<file path="config.mk">
export PLATFORM = sky130hd
export DESIGN_NAME = triangle_tf_feeder_flat
export DESIGN_NICKNAME = d
export VERILOG_FILES = /design/src/rtl/triangle_tf_feeder_pkg.sv /design/src/rtl/triangle_tf_feeder_if.sv /design/src/rtl/triangle_tf_feeder_tf_fifo2.sv /design/src/rtl/triangle_tf_feeder.sv /design/src/flat_wrapper.sv
export SDC_FILE = /design/constraint.sdc
export NUM_CORES = 2
export LEC_CHECK = 0
export CAP_MARGIN = 40
export CORE_AREA = 2 2 283 285
export DETAILED_ROUTE_END_ITERATION = 6
export DIE_AREA = 0 0 285 287
export GPL_TIMING_DRIVEN = 1
export MAX_ROUTING_LAYER = met4
export PLACE_DENSITY_LB_ADDON = 0.3
export REMOVE_ABC_BUFFERS = 1
export SYNTH_ARGS = -nofsm -noshare
export SYNTH_HDL_FRONTEND = slang
export SYNTH_SLANG_ARGS = --single-unit
</file>
<file path="constraint.sdc">
create_clock -name clk -period 27 [get_ports clk]
set_clock_uncertainty 0.2 [all_clocks]
set_input_delay 5.4 -clock clk [delete_from_list [all_inputs] [get_ports clk]]
set_output_delay 5.4 -clock clk [all_outputs]
set_load 0.01 [all_outputs]
</file>
<file path="src/rtl/triangle_tf_feeder_pkg.sv">
// Shared types for the triangle_tf feeder: triangle/transform payloads, stream
// metadata, the per-instance command record and the feeder FSM state encoding.
package triangle_tf_feeder_pkg;

  localparam int ADDR_W_DEF = 12;
  localparam int CNT_W_DEF  = 12;

  typedef struct packed {
    logic signed [15:0] x;
    logic signed [15:0] y;
    logic signed [15:0] z;
  } vertex_t;

  typedef struct packed {
    vertex_t v0;
    vertex_t v1;
    vertex_t v2;
  } triangle_t;

  typedef struct packed {
    logic [8:0][15:0] rotmat;
    logic [2:0][15:0] position;
  } transform_t;

  typedef struct packed {
    triangle_t  triangle;
    transform_t transform;
  } triangle_tf_t;

  typedef struct packed {
    logic triangle_last;
    logic model_last;
  } triangle_tf_meta_t;

  typedef struct packed {
    transform_t            transform;
    logic [ADDR_W_DEF-1:0] base;
    logic [CNT_W_DEF-1:0]  count;
    logic                  model_last;
  } feeder_cmd_t;

  typedef struct packed {
    triangle_tf_t      data;
    triangle_tf_meta_t meta;
  } fifo_entry_t;

  localparam int FIFO_W = $bits(fifo_entry_t);

  typedef enum logic {
    S_IDLE = 1'b0,
    S_RUN  = 1'b1
  } feeder_state_e;

  // Slots committed after this cycle: outstanding read plus buffered beats,
  // minus the beat leaving this cycle. A new read may issue while this is < 2.
  function automatic logic [1:0] credit_used(input logic in_flight,
                                             input logic [1:0] occupancy,
                                             input logic popping);
    return 2'(occupancy + {1'b0, in_flight} - {1'b0, popping});
  endfunction

endpackage

</file>
<file path="src/rtl/triangle_tf_feeder_if.sv">
// Bus bundle for the feeder: command slave, triangle memory read port and the
// triangle_tf master stream. Stats outputs exist only with TRIANGLE_TF_FEEDER_STATS_EN.
interface triangle_tf_feeder_if #(
  parameter int ADDR_W = triangle_tf_feeder_pkg::ADDR_W_DEF,
  parameter int CNT_W  = triangle_tf_feeder_pkg::CNT_W_DEF
);
  import triangle_tf_feeder_pkg::*;

  // valid/ready: a transfer happens on a rising clk edge where both are high;
  // the source holds payload stable while valid && !ready and never drops valid.
  transform_t        cmd_s_transform;
  logic [ADDR_W-1:0] cmd_s_base;
  logic [CNT_W-1:0]  cmd_s_count;
  logic              cmd_s_model_last;
  logic              cmd_s_valid;
  logic              cmd_s_ready;

  logic              tri_rd_en;
  logic [ADDR_W-1:0] tri_rd_addr;
  triangle_t         tri_rd_data;

  triangle_tf_t      triangle_tf_m_data;
  triangle_tf_meta_t triangle_tf_m_metadata;
  logic              triangle_tf_m_valid;
  logic              triangle_tf_m_ready;

`ifdef TRIANGLE_TF_FEEDER_STATS_EN
  logic [31:0]       stat_tri_count;
  logic [15:0]       stat_frame_count;
`endif

  modport master (
    input  cmd_s_transform, cmd_s_base, cmd_s_count, cmd_s_model_last, cmd_s_valid,
    output cmd_s_ready,
    output tri_rd_en, tri_rd_addr,
    input  tri_rd_data,
    output triangle_tf_m_data, triangle_tf_m_metadata, triangle_tf_m_valid,
    input  triangle_tf_m_ready
`ifdef TRIANGLE_TF_FEEDER_STATS_EN
    , output stat_tri_count, stat_frame_count
`endif
  );

  modport slave (
    output cmd_s_transform, cmd_s_base, cmd_s_count, cmd_s_model_last, cmd_s_valid,
    input  cmd_s_ready,
    input  tri_rd_en, tri_rd_addr,
    output tri_rd_data,
    input  triangle_tf_m_data, triangle_tf_m_metadata, triangle_tf_m_valid,
    output triangle_tf_m_ready
`ifdef TRIANGLE_TF_FEEDER_STATS_EN
    , input stat_tri_count, stat_frame_count
`endif
  );

endinterface

</file>
<file path="src/rtl/triangle_tf_feeder_tf_fifo2.sv">
// Two-entry FIFO of parameterised width with full/empty flags. Push and pop may
// coincide; a push into a full FIFO is accepted only when a pop frees a slot.
module tf_fifo2 #(
  parameter int W = 8
) (
  input  logic         clk,
  input  logic         rst,
  input  logic         push_i,
  input  logic         pop_i,
  input  logic [W-1:0] data_i,
  output logic [W-1:0] data_o,
  output logic         full_o,
  output logic         empty_o
);

  logic [W-1:0] mem_q [2];
  logic         wr_ptr_q;
  logic         rd_ptr_q;
  logic [1:0]   count_q;
  logic         do_push;
  logic         do_pop;

  assign do_pop  = pop_i && (count_q != 2'd0);
  assign do_push = push_i && ((count_q != 2'd2) || do_pop);

  always_ff @(posedge clk) begin
    if (rst) begin
      mem_q[0] <= '0;
      mem_q[1] <= '0;
      wr_ptr_q <= 1'b0;
      rd_ptr_q <= 1'b0;
      count_q  <= 2'd0;
    end else begin
      if (do_push) begin
        mem_q[wr_ptr_q] <= data_i;
        wr_ptr_q        <= ~wr_ptr_q;
      end
      if (do_pop) begin
        rd_ptr_q <= ~rd_ptr_q;
      end
      unique case ({do_push, do_pop})
        2'b10:   count_q <= count_q + 2'd1;
        2'b01:   count_q <= count_q - 2'd1;
        default: count_q <= count_q;
      endcase
    end
  end

  assign data_o  = mem_q[rd_ptr_q];
  assign full_o  = (count_q == 2'd2);
  assign empty_o = (count_q == 2'd0);

endmodule

</file>
<file path="src/rtl/triangle_tf_feeder.sv">
// Turns per-instance commands into one triangle_tf beat per triangle, reading a
// 1-cycle-latency triangle memory under a 2-slot credit. Optional stats: TRIANGLE_TF_FEEDER_STATS_EN.
module triangle_tf_feeder
  import triangle_tf_feeder_pkg::*;
#(
  parameter int ADDR_W = ADDR_W_DEF,
  parameter int CNT_W  = CNT_W_DEF
) (
  input  logic                 clk,
  input  logic                 rst,
  triangle_tf_feeder_if.master bus,
  output feeder_state_e        dbg_state_o
);

  feeder_state_e     state_q, state_d;
  transform_t        transform_q, transform_d;
  logic [ADDR_W-1:0] base_q, base_d;
  logic [CNT_W-1:0]  count_q, count_d;
  logic [CNT_W-1:0]  idx_q, idx_d;
  logic              model_last_q, model_last_d;
  triangle_tf_meta_t tag_q, tag_d;
  logic              rd_pend_q;

  logic              cmd_ready;
  logic              rd_en;
  logic              is_last;
  logic              credit_ok;
  logic              fifo_full;
  logic              fifo_empty;
  logic [1:0]        fifo_occ;
  logic              push;
  logic              pop;
  logic              out_valid;
  fifo_entry_t       push_entry;
  fifo_entry_t       head_entry;

  assign is_last   = (idx_q == count_q - CNT_W'(1));
  assign out_valid = !fifo_empty && !rst;
  assign pop       = out_valid && bus.triangle_tf_m_ready;
  assign push      = rd_pend_q;
  assign fifo_occ  = fifo_full ? 2'd2 : (fifo_empty ? 2'd0 : 2'd1);
  assign credit_ok = credit_used(rd_pend_q, fifo_occ, pop) < 2'd2;

  always_comb begin
    state_d      = state_q;
    transform_d  = transform_q;
    base_d       = base_q;
    count_d      = count_q;
    model_last_d = model_last_q;
    idx_d        = idx_q;
    tag_d        = tag_q;
    cmd_ready    = 1'b0;
    rd_en        = 1'b0;
    unique case (state_q)
      S_IDLE: begin
        cmd_ready = 1'b1;
        if (bus.cmd_s_valid) begin
          transform_d  = bus.cmd_s_transform;
          base_d       = bus.cmd_s_base;
          count_d      = bus.cmd_s_count;
          model_last_d = bus.cmd_s_model_last;
          idx_d        = '0;
          // A zero-count instance is consumed here with nothing emitted.
          if (bus.cmd_s_count != '0) begin
            state_d = S_RUN;
          end
        end
      end
      S_RUN: begin
        if (credit_ok) begin
          rd_en = 1'b1;
          idx_d = idx_q + CNT_W'(1);
          tag_d = '{triangle_last: is_last, model_last: is_last && model_last_q};
          if (is_last) begin
            state_d = S_IDLE;
          end
        end
      end
      default: state_d = S_IDLE;
    endcase
  end

  always_ff @(posedge clk) begin
    if (rst) begin
      state_q      <= S_IDLE;
      transform_q  <= '0;
      base_q       <= '0;
      count_q      <= '0;
      model_last_q <= 1'b0;
      idx_q        <= '0;
      tag_q        <= '0;
      rd_pend_q    <= 1'b0;
    end else begin
      state_q      <= state_d;
      transform_q  <= transform_d;
      base_q       <= base_d;
      count_q      <= count_d;
      model_last_q <= model_last_d;
      idx_q        <= idx_d;
      tag_q        <= tag_d;
      rd_pend_q    <= rd_en;
    end
  end

  // transform_q only changes on a command handshake, which cannot precede the
  // return of the previous instance's last read, so this pairing is safe.
  assign push_entry = {bus.tri_rd_data, transform_q, tag_q};

  tf_fifo2 #(
    .W(FIFO_W)
  ) u_fifo (
    .clk     (clk),
    .rst     (rst),
    .push_i  (push),
    .pop_i   (pop),
    .data_i  (push_entry),
    .data_o  (head_entry),
    .full_o  (fifo_full),
    .empty_o (fifo_empty)
  );

  assign bus.cmd_s_ready            = cmd_ready && !rst;
  assign bus.tri_rd_en              = rd_en && !rst;
  assign bus.tri_rd_addr            = rst ? '0 : (base_q + ADDR_W'(idx_q));
  assign bus.triangle_tf_m_valid    = out_valid;
  assign bus.triangle_tf_m_data     = out_valid ? head_entry.data : '0;
  assign bus.triangle_tf_m_metadata = out_valid ? head_entry.meta : '0;
  assign dbg_state_o                = state_q;

`ifdef TRIANGLE_TF_FEEDER_STATS_EN
  logic [31:0] stat_tri_q;
  logic [15:0] stat_frame_q;

  always_ff @(posedge clk) begin
    if (rst) begin
      stat_tri_q   <= '0;
      stat_frame_q <= '0;
    end else if (pop) begin
      stat_tri_q <= stat_tri_q + 32'd1;
      if (head_entry.meta.model_last) begin
        stat_frame_q <= stat_frame_q + 16'd1;
      end
    end
  end

  assign bus.stat_tri_count   = stat_tri_q;
  assign bus.stat_frame_count = stat_frame_q;
`endif

endmodule

</file>
<file path="src/flat_wrapper.sv">
// flat-port wrapper written by rule: the top's interface ports become plain ports
module triangle_tf_feeder_flat import triangle_tf_feeder_pkg::*;
#(
  parameter int ADDR_W = ADDR_W_DEF,
  parameter int CNT_W  = CNT_W_DEF
)
  (clk, rst, dbg_state_o, bus_cmd_s_transform, bus_cmd_s_base, bus_cmd_s_count, bus_cmd_s_model_last, bus_cmd_s_valid, bus_cmd_s_ready, bus_tri_rd_en, bus_tri_rd_addr, bus_tri_rd_data, bus_triangle_tf_m_data, bus_triangle_tf_m_metadata, bus_triangle_tf_m_valid, bus_triangle_tf_m_ready);
  triangle_tf_feeder_if #(.ADDR_W(ADDR_W), .CNT_W(CNT_W)) bus_i ();
  input  logic clk;
  input  logic rst;
  output feeder_state_e dbg_state_o;
  input wire logic [$bits(bus_i.cmd_s_transform)-1:0] bus_cmd_s_transform;
  input wire logic [$bits(bus_i.cmd_s_base)-1:0] bus_cmd_s_base;
  input wire logic [$bits(bus_i.cmd_s_count)-1:0] bus_cmd_s_count;
  input wire logic [$bits(bus_i.cmd_s_model_last)-1:0] bus_cmd_s_model_last;
  input wire logic [$bits(bus_i.cmd_s_valid)-1:0] bus_cmd_s_valid;
  output wire logic [$bits(bus_i.cmd_s_ready)-1:0] bus_cmd_s_ready;
  output wire logic [$bits(bus_i.tri_rd_en)-1:0] bus_tri_rd_en;
  output wire logic [$bits(bus_i.tri_rd_addr)-1:0] bus_tri_rd_addr;
  input wire logic [$bits(bus_i.tri_rd_data)-1:0] bus_tri_rd_data;
  output wire logic [$bits(bus_i.triangle_tf_m_data)-1:0] bus_triangle_tf_m_data;
  output wire logic [$bits(bus_i.triangle_tf_m_metadata)-1:0] bus_triangle_tf_m_metadata;
  output wire logic [$bits(bus_i.triangle_tf_m_valid)-1:0] bus_triangle_tf_m_valid;
  input wire logic [$bits(bus_i.triangle_tf_m_ready)-1:0] bus_triangle_tf_m_ready;
  assign bus_i.cmd_s_transform = bus_cmd_s_transform;
  assign bus_i.cmd_s_base = bus_cmd_s_base;
  assign bus_i.cmd_s_count = bus_cmd_s_count;
  assign bus_i.cmd_s_model_last = bus_cmd_s_model_last;
  assign bus_i.cmd_s_valid = bus_cmd_s_valid;
  assign bus_cmd_s_ready = bus_i.cmd_s_ready;
  assign bus_tri_rd_en = bus_i.tri_rd_en;
  assign bus_tri_rd_addr = bus_i.tri_rd_addr;
  assign bus_i.tri_rd_data = bus_tri_rd_data;
  assign bus_triangle_tf_m_data = bus_i.triangle_tf_m_data;
  assign bus_triangle_tf_m_metadata = bus_i.triangle_tf_m_metadata;
  assign bus_triangle_tf_m_valid = bus_i.triangle_tf_m_valid;
  assign bus_i.triangle_tf_m_ready = bus_triangle_tf_m_ready;
  triangle_tf_feeder #(.ADDR_W(ADDR_W), .CNT_W(CNT_W)) u_core (.clk(clk), .rst(rst), .bus(bus_i), .dbg_state_o(dbg_state_o));
endmodule
</file>
==> summary.txt <==
Logic synthesis
  – Sequential area share after synthesis: 0.640
  – Synth async-reset ratio: 0
  – Yosys reg bits: ~910
  – Leading area contributor after synthesis: edfxtp_1
  – Combinational family with the most area after synthesis: simple AND/OR/NAND/NOR gates
  – Synth area leaders: edfxtp_1 (52%), dfxtp_1 (12%), and2_1 (11%)
  – Area share of fa/ha/maj cells after synthesis: 0.00498
  – EDFF count, synth: between 600 and 700
  – Distinct cells, synth: 56
  – Synth Flop Type: edfxtp_1
  – Synth Area in Simple Gates: 0.200
  – Post-synthesis compound-gate area fraction: 0.0369
  – Post-Syn Area: between 30000 and 40000 µm²
  – Share of the synthesized area in the top cell type: 0.518
  – Syn avg cell area: about 12 µm²
  – Syn Inst Count: 3387
  – XOR/XNOR Fraction of Synth Area: 0.00709
  – Mux cell area share after synthesis: 0.0870
  – Ys Warns: 0

Layout
  – Final net count: approximately 4400
  – Most frequent cells in the layout: clkdlybuf4s50_1 (717), and2_1 (678), edfxtp_1 (676)
  – Layout cells sized above 1: 0.0497
  – Syn-to-layout area delta: 29.3%
  – Non-filler cells, final: roughly 5200
  – Register area: around 25000 µm²
  – Most common cell after layout, fill and taps aside: clkdlybuf4s50_1
  – FILL cells: ~6100
  – Multi-input logic area: 13200 µm²

GRT
  – Largest net degree at the start of global routing: 230
  – Vias in the first global route: 25800
  – First-pass GRT wire length: 151000 µm
  – Global-route usage over all layers: 0.248
  – Total gr overflow: 0
  – Initial antenna violation count: 42

STA
  – Worst setup margin: between 10 and 15 ns
  – Max-Slew Margin vs Limit: 0.0622
  – Setup_tns: 0 ns
  – Final hold vios: 0
  – Max Transition Viols Final: 0
  – Final hold slack: 0.257 ns
  – Finish-stage setup viols: 0
  – Fmax: 72.2 MHz
  – Final Cycle Share: 0.513
  – Slew @ Worst Pin: between 1 and 1.5 ns
  – Tmin final: ~14 ns
  – Unrepaired setup endpoints after global routing: false

Critical path
  – Worst setup EP type: output port
  – CP peak stage delay: 0.57 ns
  – R2R Path Start: u_core.u_fifo.count_q[0]$_SDFFE_PP0P_
  – Arrival time worst endpoint: around 8.2 ns
  – CP max stage cell: clkdlybuf4s50_1
  – FF-to-FF End: u_core.u_fifo.mem_q[1][265]$_SDFFCE_PN0P_
  – Crit Path Class: in2out
  – Startpoint types: input port
  – FF-to-FF setup slack: ~23 ns
  – Worst path cell trace: clkbuf_8, or2_4, buf_16, inv_1, and2_1, ha_1, nand2b_1, xnor3_2, nand2_2, nor2_1, clkdlybuf4s50_1
  – Crit path buffers/inverters: 4
  – Delay-heaviest family, CP: buffers and inverters
  – R2R depth: 8
  – Crit Path Max Fanout: 57
  – Required time of the critical path: roughly 21 ns

Clock network
  – Num CTS Buffers: 95
  – Clock latency on the worst-skew pair: approximately 0.65 ns
  – Hold_buf cts: 0
  – # Post-CTS Setup Buffers: 0
  – CTS Sinks: a little over 900
  – Resized cells post-CTS: 0
  – Clk buf depth: 3
  – CTS clock-pin slew for the worst setup and hold paths: 0.06 ns
  – Root buf cell: clkbuf_16
  – CTS tree: done
  – H-tree levels: 3

Power and ir drop
  – Sequential power share: 0.509
  – Switching Fraction: 0.224
  – Pwr/cell area: approximately 62 nW/µm²
  – Internal power: 0.00245 W
  – Total power: roughly 0.0032 W
  – Max VDD drop: 46.1 µV
  – Leak pwr: 17.8 nW
  – Clock share of power: 0.411
  – P_sw: 0.000708 W
  – Comb pwr share: 0.081

Hold path
  – Hold depth: 2
  – HP Class: reg2reg
  – Worst Hold Path EP: u_core.push_entry[136]$_SDFFE_PP0P_
  – Hold path startpoint: u_core.push_entry[136]$_SDFFE_PP0P_

Floorplanning
  – Chip width: roughly 290 µm
  – CORE AREA: about 79000 µm²
  – FP Rows: between 100 and 150
  – # IOs: ~720
  – Initial Util: 0.498
  – Die Ht: roughly 290 µm
  – Die Area: between 80000 and 90000 µm²

Detailed routing
  – DRC: 0
  – Via count: about 27000
  – Initial DRC count: roughly 1800
  – WL/cell: slightly below 20 µm
  – Routed WL: 102000 µm
  – Drt first pass iters: 5
  – Detail Route Antenna Nets: 0
  – Via density: 5.15

Placed design
  – Placed Cells incl. Taps: 4958
  – I/O Buffers: between 700 and 800
  – Hpwl dp: between 60000 and 70000 µm
  – Setup WS pre-CTS: around 13 ns
  – Routability cong.: around 0.85

Run
  – Max-cap violation count: 0

Status
  – Status: finished, final reports clean
==> per-layer routing <==
layer	global-route usage	part of all wire	up-vias
met1	0.295	0.39	12800
met5	-	0	-
met3	0.0489	0.066	153
met4	0.108	0.032	0
li1	-	-	12800
met2	0.412	0.51	869
==> synthesized netlist by cell type (all sizes together) (4+ instances only) <==
cell type  number
xor2           10
nor3           14
nor2b           7
o21ai          11
inv             9
edfxtp        676
or2             5
a21oi         231
nand2         449
mux2i         338
buf            11
nand4           6
a21o            5
nand2b         10
a31oi           4
and3            4
nand3           8
clkbuf        223
nor3b           6
nor4            5
and2          678
dfxtp         238
xnor2          19
nor2          372
o21bai          4
ha             14
==> worst reg2reg max path, cell delays in order, from the launching register on <==
cell      delay [ns]
dfxtp_1         0.38
nand2b_1        0.19
o21ai_0         0.10
buf_2           0.18
nor3b_4         0.24
or2_4           0.70
buf_4           0.36
buf_16          0.30
buf_4           0.75
==> power by group through the flow <==
stage          clock [W]  combinational, W  sequential, W
3_5_place_dp           0          0.000255        0.00164
6_report         0.00130          0.000255        0.00161
4_1_cts          0.00132          0.000257        0.00161
2_1_floorplan          0          0.000137        0.00166
5_1_grt          0.00137          0.000276        0.00161
3_3_place_gp           0          0.000248        0.00163
==> through the flow <==
step                       util  area, µm²
after floorplan               -      38200
after global placement    0.599      47100
after detailed placement  0.603      47400
after CTS                 0.643      50500
after global routing      0.644      50600
final                     0.644      50600
==> how the worst max path moves through the flow <==
stage                                  startpoint                                 endpoint  slack [ns]  cells past startpoint
final                                         rst                            bus_tri_rd_en       13.16                     11
after CTS                                     rst                            bus_tri_rd_en       13.14                     11
after floorplan           bus_triangle_tf_m_ready  u_core.u_fifo.mem_q[0][0]$_SDFFCE_PN0P_        4.58                      2
after global routing                          rst                            bus_tri_rd_en       12.97                     11
after detailed placement                      rst                            bus_tri_rd_en       13.16                     11
after global placement                        rst              bus_triangle_tf_m_data[238]       12.57                      6
==> sequential cells by signal, summed over array words and instances (netlist names), named ones only <==
register and count:
u_core.u_fifo.mem_q 676, u_core.push_entry 194, u_core.base_q 12, u_core.count_q 12, u_core.idx_q 12, u_core.u_fifo.count_q 2, u_core.dbg_state_o 1, u_core.model_last_q 1
u_core.push 1, u_core.u_fifo.rd_ptr_q 1, u_core.u_fifo.wr_ptr_q 1
==> cells by family after synthesis <==
kind of cell               Yosys count
adders and majority gates           15
DFF                                914
buffers and inverters              243
xor gates and xnor gates            30
and+or+nand+nor                   1573
AOI/OAI and AO/OA                  272
muxes                              340
==> area by class of cell <==
type,instances,share of cell area
Antenna cell,43,0.00213
Clock buffer,140,0.0548
Clock inverter,39,0.00722
Inverter,9,0.000667
Multi-Input combinational cell,2230,0.260
Sequential cell,914,0.495
Tap cell,1050,0.0259
Timing Repair Buffer,755,0.154
Power figures use the tool's default switching activity.
